File: src/rtl/rv32i_types.sv
// Shared types for the pipeline control path: hazard FSM states and register-file constants.
package rv32i_types;

    typedef enum logic {
        HZ_RUN    = 1'b0,
        HZ_SQUASH = 1'b1
    } hz_state_t;

    localparam logic [4:0] REG_ZERO = 5'd0;

endpackage

File: src/rtl/pipeline_hazard_ctrl_sat_counter.sv
// Event counter that sticks at all-ones instead of wrapping.
module sat_counter #(
    parameter int W = 32
) (
    input  logic         clk,
    input  logic         rst,
    input  logic         inc,
    output logic [W-1:0] count
);

    logic [W-1:0] count_q, count_d;

    always_comb begin
        count_d = count_q;
        if (inc && (count_q != '1)) count_d = count_q + W'(1);
    end

    always_ff @(posedge clk or negedge rst) begin
        if (!rst) count_q <= '0;
        else      count_q <= count_d;
    end

    assign count = count_q;

endmodule

File: src/rtl/pipeline_hazard_ctrl.sv
// Five-stage pipeline sequencer: register enables/flushes from fetch wait, data wait,
// load-use and redirect, with a squash state that replays a redirect caught behind a slow fetch.
module pipeline_hazard_ctrl
    import rv32i_types::*;
#(
    parameter int CNT_W  = 32,
    parameter int ADDR_W = 32
) (
    input  logic              clk,
    input  logic              rst,
    input  logic              imem_resp,
    input  logic              dmem_req,
    input  logic              dmem_resp,
    input  logic [4:0]        id_rs1,
    input  logic [4:0]        id_rs2,
    input  logic              id_use_rs1,
    input  logic              id_use_rs2,
    input  logic [4:0]        ex_rd,
    input  logic              ex_mem_read,
    input  logic              ex_redirect,
    input  logic [ADDR_W-1:0] ex_target,
    output logic              load_pc,
    output logic              pc_sel_redirect,
    output logic [ADDR_W-1:0] pc_target,
    output logic              load_if_id,
    output logic              load_id_ex,
    output logic              load_ex_mem,
    output logic              load_mem_wb,
    output logic              flush_if_id,
    output logic              flush_id_ex,
    output logic [CNT_W-1:0]  stall_cnt,
    output logic [CNT_W-1:0]  flush_cnt,
    output logic [CNT_W-1:0]  loaduse_cnt
);

    hz_state_t         state_q, state_d;
    logic [ADDR_W-1:0] tgt_q, tgt_d;
    logic              dstall, istall, lu;
    logic              stall_inc, flush_inc, lu_inc;

    assign dstall = dmem_req & ~dmem_resp;
    assign istall = ~imem_resp;
    assign lu     = ex_mem_read & (ex_rd != REG_ZERO) &
                    ((id_use_rs1 & (id_rs1 == ex_rd)) | (id_use_rs2 & (id_rs2 == ex_rd)));

    always_comb begin
        state_d         = state_q;
        tgt_d           = tgt_q;
        load_pc         = 1'b0;
        pc_sel_redirect = 1'b0;
        pc_target       = (state_q == HZ_SQUASH) ? tgt_q : ex_target;
        load_if_id      = 1'b0;
        load_id_ex      = 1'b0;
        load_ex_mem     = 1'b0;
        load_mem_wb     = 1'b0;
        flush_if_id     = 1'b0;
        flush_id_ex     = 1'b0;
        flush_inc       = 1'b0;
        lu_inc          = 1'b0;
        if (!rst) begin
            // Outputs are forced quiet combinationally so reset takes effect without a clock.
            pc_target = '0;
        end else if (dstall) begin
            // Whole pipe frozen; stall_cnt still sees load_pc=0 below.
        end else if (state_q == HZ_SQUASH) begin
            load_ex_mem = 1'b1;
            load_mem_wb = 1'b1;
            load_id_ex  = 1'b1;
            flush_id_ex = 1'b1;
            if (imem_resp) begin
                load_pc         = 1'b1;
                pc_sel_redirect = 1'b1;
                load_if_id      = 1'b1;
                flush_if_id     = 1'b1;
                state_d         = HZ_RUN;
            end
        end else if (ex_redirect) begin
            flush_if_id = 1'b1;
            flush_id_ex = 1'b1;
            load_if_id  = 1'b1;
            load_id_ex  = 1'b1;
            load_ex_mem = 1'b1;
            load_mem_wb = 1'b1;
            flush_inc   = 1'b1;
            if (imem_resp) begin
                load_pc         = 1'b1;
                pc_sel_redirect = 1'b1;
            end else begin
                tgt_d   = ex_target;
                state_d = HZ_SQUASH;
            end
        end else if (lu || istall) begin
            load_id_ex  = 1'b1;
            flush_id_ex = 1'b1;
            load_ex_mem = 1'b1;
            load_mem_wb = 1'b1;
            lu_inc      = lu;
        end else begin
            load_pc     = 1'b1;
            load_if_id  = 1'b1;
            load_id_ex  = 1'b1;
            load_ex_mem = 1'b1;
            load_mem_wb = 1'b1;
        end
        stall_inc = rst & ~load_pc;
    end

    always_ff @(posedge clk or negedge rst) begin
        if (!rst) begin
            state_q <= HZ_RUN;
            tgt_q   <= '0;
        end else begin
            state_q <= state_d;
            tgt_q   <= tgt_d;
        end
    end

    sat_counter #(.W(CNT_W)) u_stall_cnt (
        .clk(clk), .rst(rst), .inc(stall_inc), .count(stall_cnt)
    );

    sat_counter #(.W(CNT_W)) u_flush_cnt (
        .clk(clk), .rst(rst), .inc(flush_inc), .count(flush_cnt)
    );

    sat_counter #(.W(CNT_W)) u_loaduse_cnt (
        .clk(clk), .rst(rst), .inc(lu_inc), .count(loaduse_cnt)
    );

endmodule

File: config.mk
export PLATFORM = sky130hd
export DESIGN_NAME = pipeline_hazard_ctrl
export DESIGN_NICKNAME = d
export VERILOG_FILES = /design/src/rtl/rv32i_types.sv /design/src/rtl/pipeline_hazard_ctrl_sat_counter.sv /design/src/rtl/pipeline_hazard_ctrl.sv
export SDC_FILE = /design/constraint.sdc
export NUM_CORES = 1
export LEC_CHECK = 0
export BUFFER_PORTS_ARGS = -buffer_cell sky130_fd_sc_hd__buf_2
export CORE_MARGIN = 5
export CORE_UTILIZATION = 48
export CTS_CLUSTER_DIAMETER = 200
export DETAILED_ROUTE_END_ITERATION = 7
export PLACE_DENSITY = 0.77
export SYNTH_ARGS = -nofsm -noshare
export SYNTH_HDL_FRONTEND = slang
export SYNTH_HIERARCHICAL = 1
export SYNTH_SLANG_ARGS = --single-unit
File: constraint.sdc
create_clock -name clk -period 2.7 [get_ports clk]
set_input_delay 0.54 -clock clk [delete_from_list [all_inputs] [get_ports clk]]
set_output_delay 0.54 -clock clk [all_outputs]
set_load 0.005 [all_outputs]
==> flow_summary.ini <==
[clocking]
clk_pin_slew_worst_paths_ns = 0.05
ctsHtreeMaxLevel = 4
insertion_delay_ns = 0.41
cts_tree = done
tritoncts.num_buffers = 17
cts_buffer_depth = 2
clk_root_buffer_cell = clkbuf_16
clkSinkCount = 129

[setup_path]
path_common_cell = buf_4
path_cells = buf_2, buf_4, or4_1, o21ai_1, buf_4, buf_4, or2_2, o22a_1, buf_2
worstPathArrival_ns = 2.05
crit_slowest_cell = or4_1
critPathRequiredTime_ns = 2.16
crit_family = buffers and inverters
crit_path_end_kind = output port
cp_max_fo = 3
crit_type = input port to output port
slowest_delay_ns = 0.50
cp-start-kind = input port
crit_buf_inv = 5

[routing]
num_vias = 5803
routed_wl_um = 17700
dr_wl_met2_um = 8320
routed_via_density = 5.49
drc_errors = 0
antenna_left = 0
firstDrtPassIters = 5
drt-met1-wl_um = 7710
drt_iter0_markers = 377
post_drt_wl_per_cell_um = 16.7
maxUsedRoutingLayer = met5
wl_met3_um = 1380

[final_layout]
nets = 919
area_delta_synth_final_pct = 28.0
diodes = 0
layout-drive-gt1-share_pct = 37.5
fin_util_pct = 62.1
fill_cells = 1193

[global_routing]
grt_pass1_wl_um = 28300
grt_max_degree = 81
track_usage_pct = 20.8
grt_pass1_vias = 5699
overflow = 0
antenna_found_initial = 1

[logic_synthesis]
async_flop_share_pct = 100
synth_flop_cell = dfrtp_1
synth.distinct_cells = 55
ys_ff_latch = 129
yosysWarnings = 6
synth-edff-count = 0
synthCells = 639
syn_area_mm2 = 0.00697
synth-seq-area-share_pct = 46.3
avgSynthCellArea_um2 = 10.9
syn_nets = 698

[die]
die_area_mm2 = 0.0170
die_width_um = 131
initial_core_util_pct = 48.5
die_h_um = 131
core_mm2 = 0.0144
rows = 44
pin_count = 192

[pwr]
p_sw_mw = 1.43
p_sw_share_pct = 25.9
p_leak_nw = 4.51
intPower_mw = 4.10
powerDensity_mw_per_mm2 = 619
peakVddDrop_uv = 411
comb_power_share_pct = 15.6
seq_power_share_pct = 42.1
clockPowerShare_pct = 42.2

[place]
place_hpwl_um = 13000
preCtsSetupSlack_ns = -0.334
gp_congestion = 0.848
port_buffers = 191

[sta]
worst_slack_ns = 0.111
maxSlewViolCount = 0
rsz0062_at_grt = yes
setup_viol = 0
period_share_pct = 95.9
hold_viol = 0
finClkSkew_ns = 0.00969
fmax_mhz = 386
period_minus_slack_ns = 2.59
relSlewSlack_pct = 33.2
tightest_slew_ns = 1.00

[status]
outcome = finished, final reports clean

[min_path]
hold_class = input port to asynchronous set/reset pin

[flow_run]
cap_violations = 0
## Yosys cell counts (4+ instances only)
cell / number / share of area [%]
mux2_4: 30 / 6.5
inv_1: 7 / 0.38
and3_1: 9 / 0.81
nor2_1: 65 / 3.5
nand2_1: 59 / 3.2
mux2_2: 5 / 0.81
buf_6: 7 / 1.1
and4_1: 12 / 1.5
and2_1: 5 / 0.45
or4_4: 4 / 0.65
a21oi_1: 6 / 0.43
nand3_1: 37 / 2.7
nor3_1: 16 / 1.1
buf_2: 4 / 0.29
xor2_1: 36 / 4.5
xnor2_1: 61 / 7.7
mux2i_1: 33 / 4.7
nor4_1: 10 / 0.90
clkbuf_1: 6 / 0.32
dfrtp_1: 129 / 46
o211ai_1: 4 / 0.43
nand4_2: 4 / 0.72
nor3_2: 5 / 0.72
nand4_1: 35 / 3.1
## kinds of logic (layout without fill, tap and decap cells)
kind of cell | after synthesis | in the layout | synth area share (%)
mux | 71 | 71 | 12.5
xor+xnor | 97 | 97 | 12.2
simple gates | 285 | 285 | 22.5
fa+ha+maj | 3 | 3 | 0.538
flops | 129 | 129 | 46.3
buf+inv | 27 | 261 | 2.39
compound gates | 27 | 27 | 3.61
## cell type report
| class | instances | area, um^2 | share of cell area (%) |
|---|---|---|---|
| multi-input combinational | 483 | 3640 | 40.8 |
| sequential | 129 | 3230 | 36.2 |
| timing repair buffer | 221 | 1190 | 13.4 |
| clock buffer | 19 | 443 | 4.96 |
| tap | 184 | 230 | 2.58 |
| clock inverter | 13 | 160 | 1.79 |
| inverter | 8 | 30.0 | 0.336 |
## path summary, 6_finish.rpt
kind / slack (ns) / start / endpoint / cells past startpoint
worst min register to register: 0.49 / u_stall_cnt/count[13] / u_stall_cnt/count[13] / 1
worst max-delay path: 0.11 / ex_rd[3] / load_if_id / 9
worst min-delay path: 0.26 / rst / state_q / 2
min in group clk: 0.37 / ex_target[30] / tgt_q[30] / 2
max in group asynchronous: 1.63 / rst / tgt_q[19] / 2
worst max register to register: 0.34 / u_stall_cnt/count[0] / u_stall_cnt/count[1] / 5
## power groups by stage
| stage | Combinational, mW | Clock [mW] | Sequential [mW] |
|---|---|---|---|
| global route | 0.960 | 2.47 | 2.36 |
| finish | 0.865 | 2.34 | 2.33 |
| CTS | 0.880 | 2.38 | 2.33 |
| global placement | 0.858 | 0 | 2.35 |
| floorplan | 0.530 | 0 | 2.33 |
| detailed placement | 0.868 | 0 | 2.36 |
## registers in the layout (all words and copies together), names as in the netlist
signal and count:
u_loaduse_cnt/count 32, u_flush_cnt/count 32, state_q 1, u_stall_cnt/count 32, tgt_q 32
## through the flow
step                      hold slack (ns)  TNS (ns)  power [mW]  cells  instance area [um^2]
after global routing                0.317   -0.0146        5.79   1057                  8930
final                               0.259         0        5.53   1057                  8930
after global placement              0.477     -3.31        3.21   1024                  8290
after detailed placement            0.481     -7.72        3.23   1024                  8290
after floorplan                     0.244         0        2.86    639                  7010
after CTS                           0.288         0        5.59   1057                  8910
## per-layer routing
layer / vias up / track usage [%]
li1: 2734 / -
met1: 2825 / 28.0
met2: 214 / 32.5
met3: 28 / 6.06
met4: 2 / 6.59
met5: - / 0
## cells in the final DEF (no fill, tap or decap), drive strengths merged, types with 33 or more instances in the layout
cell,count
buf,221
dfrtp,129
mux2,38
mux2i,33
nand2,62
nand3,40
nand4,39
nor2,65
xnor2,61
xor2,36
## what timing repair did
item / CTS / global route
buffers inserted: 1 / 0
hold buffers: 0 / 0
pin swaps: 1 / 1
gates resized for setup: 2 / 4
endpoints found under the setup margin: 3 / 16
(Power assumes the default switching activity.)
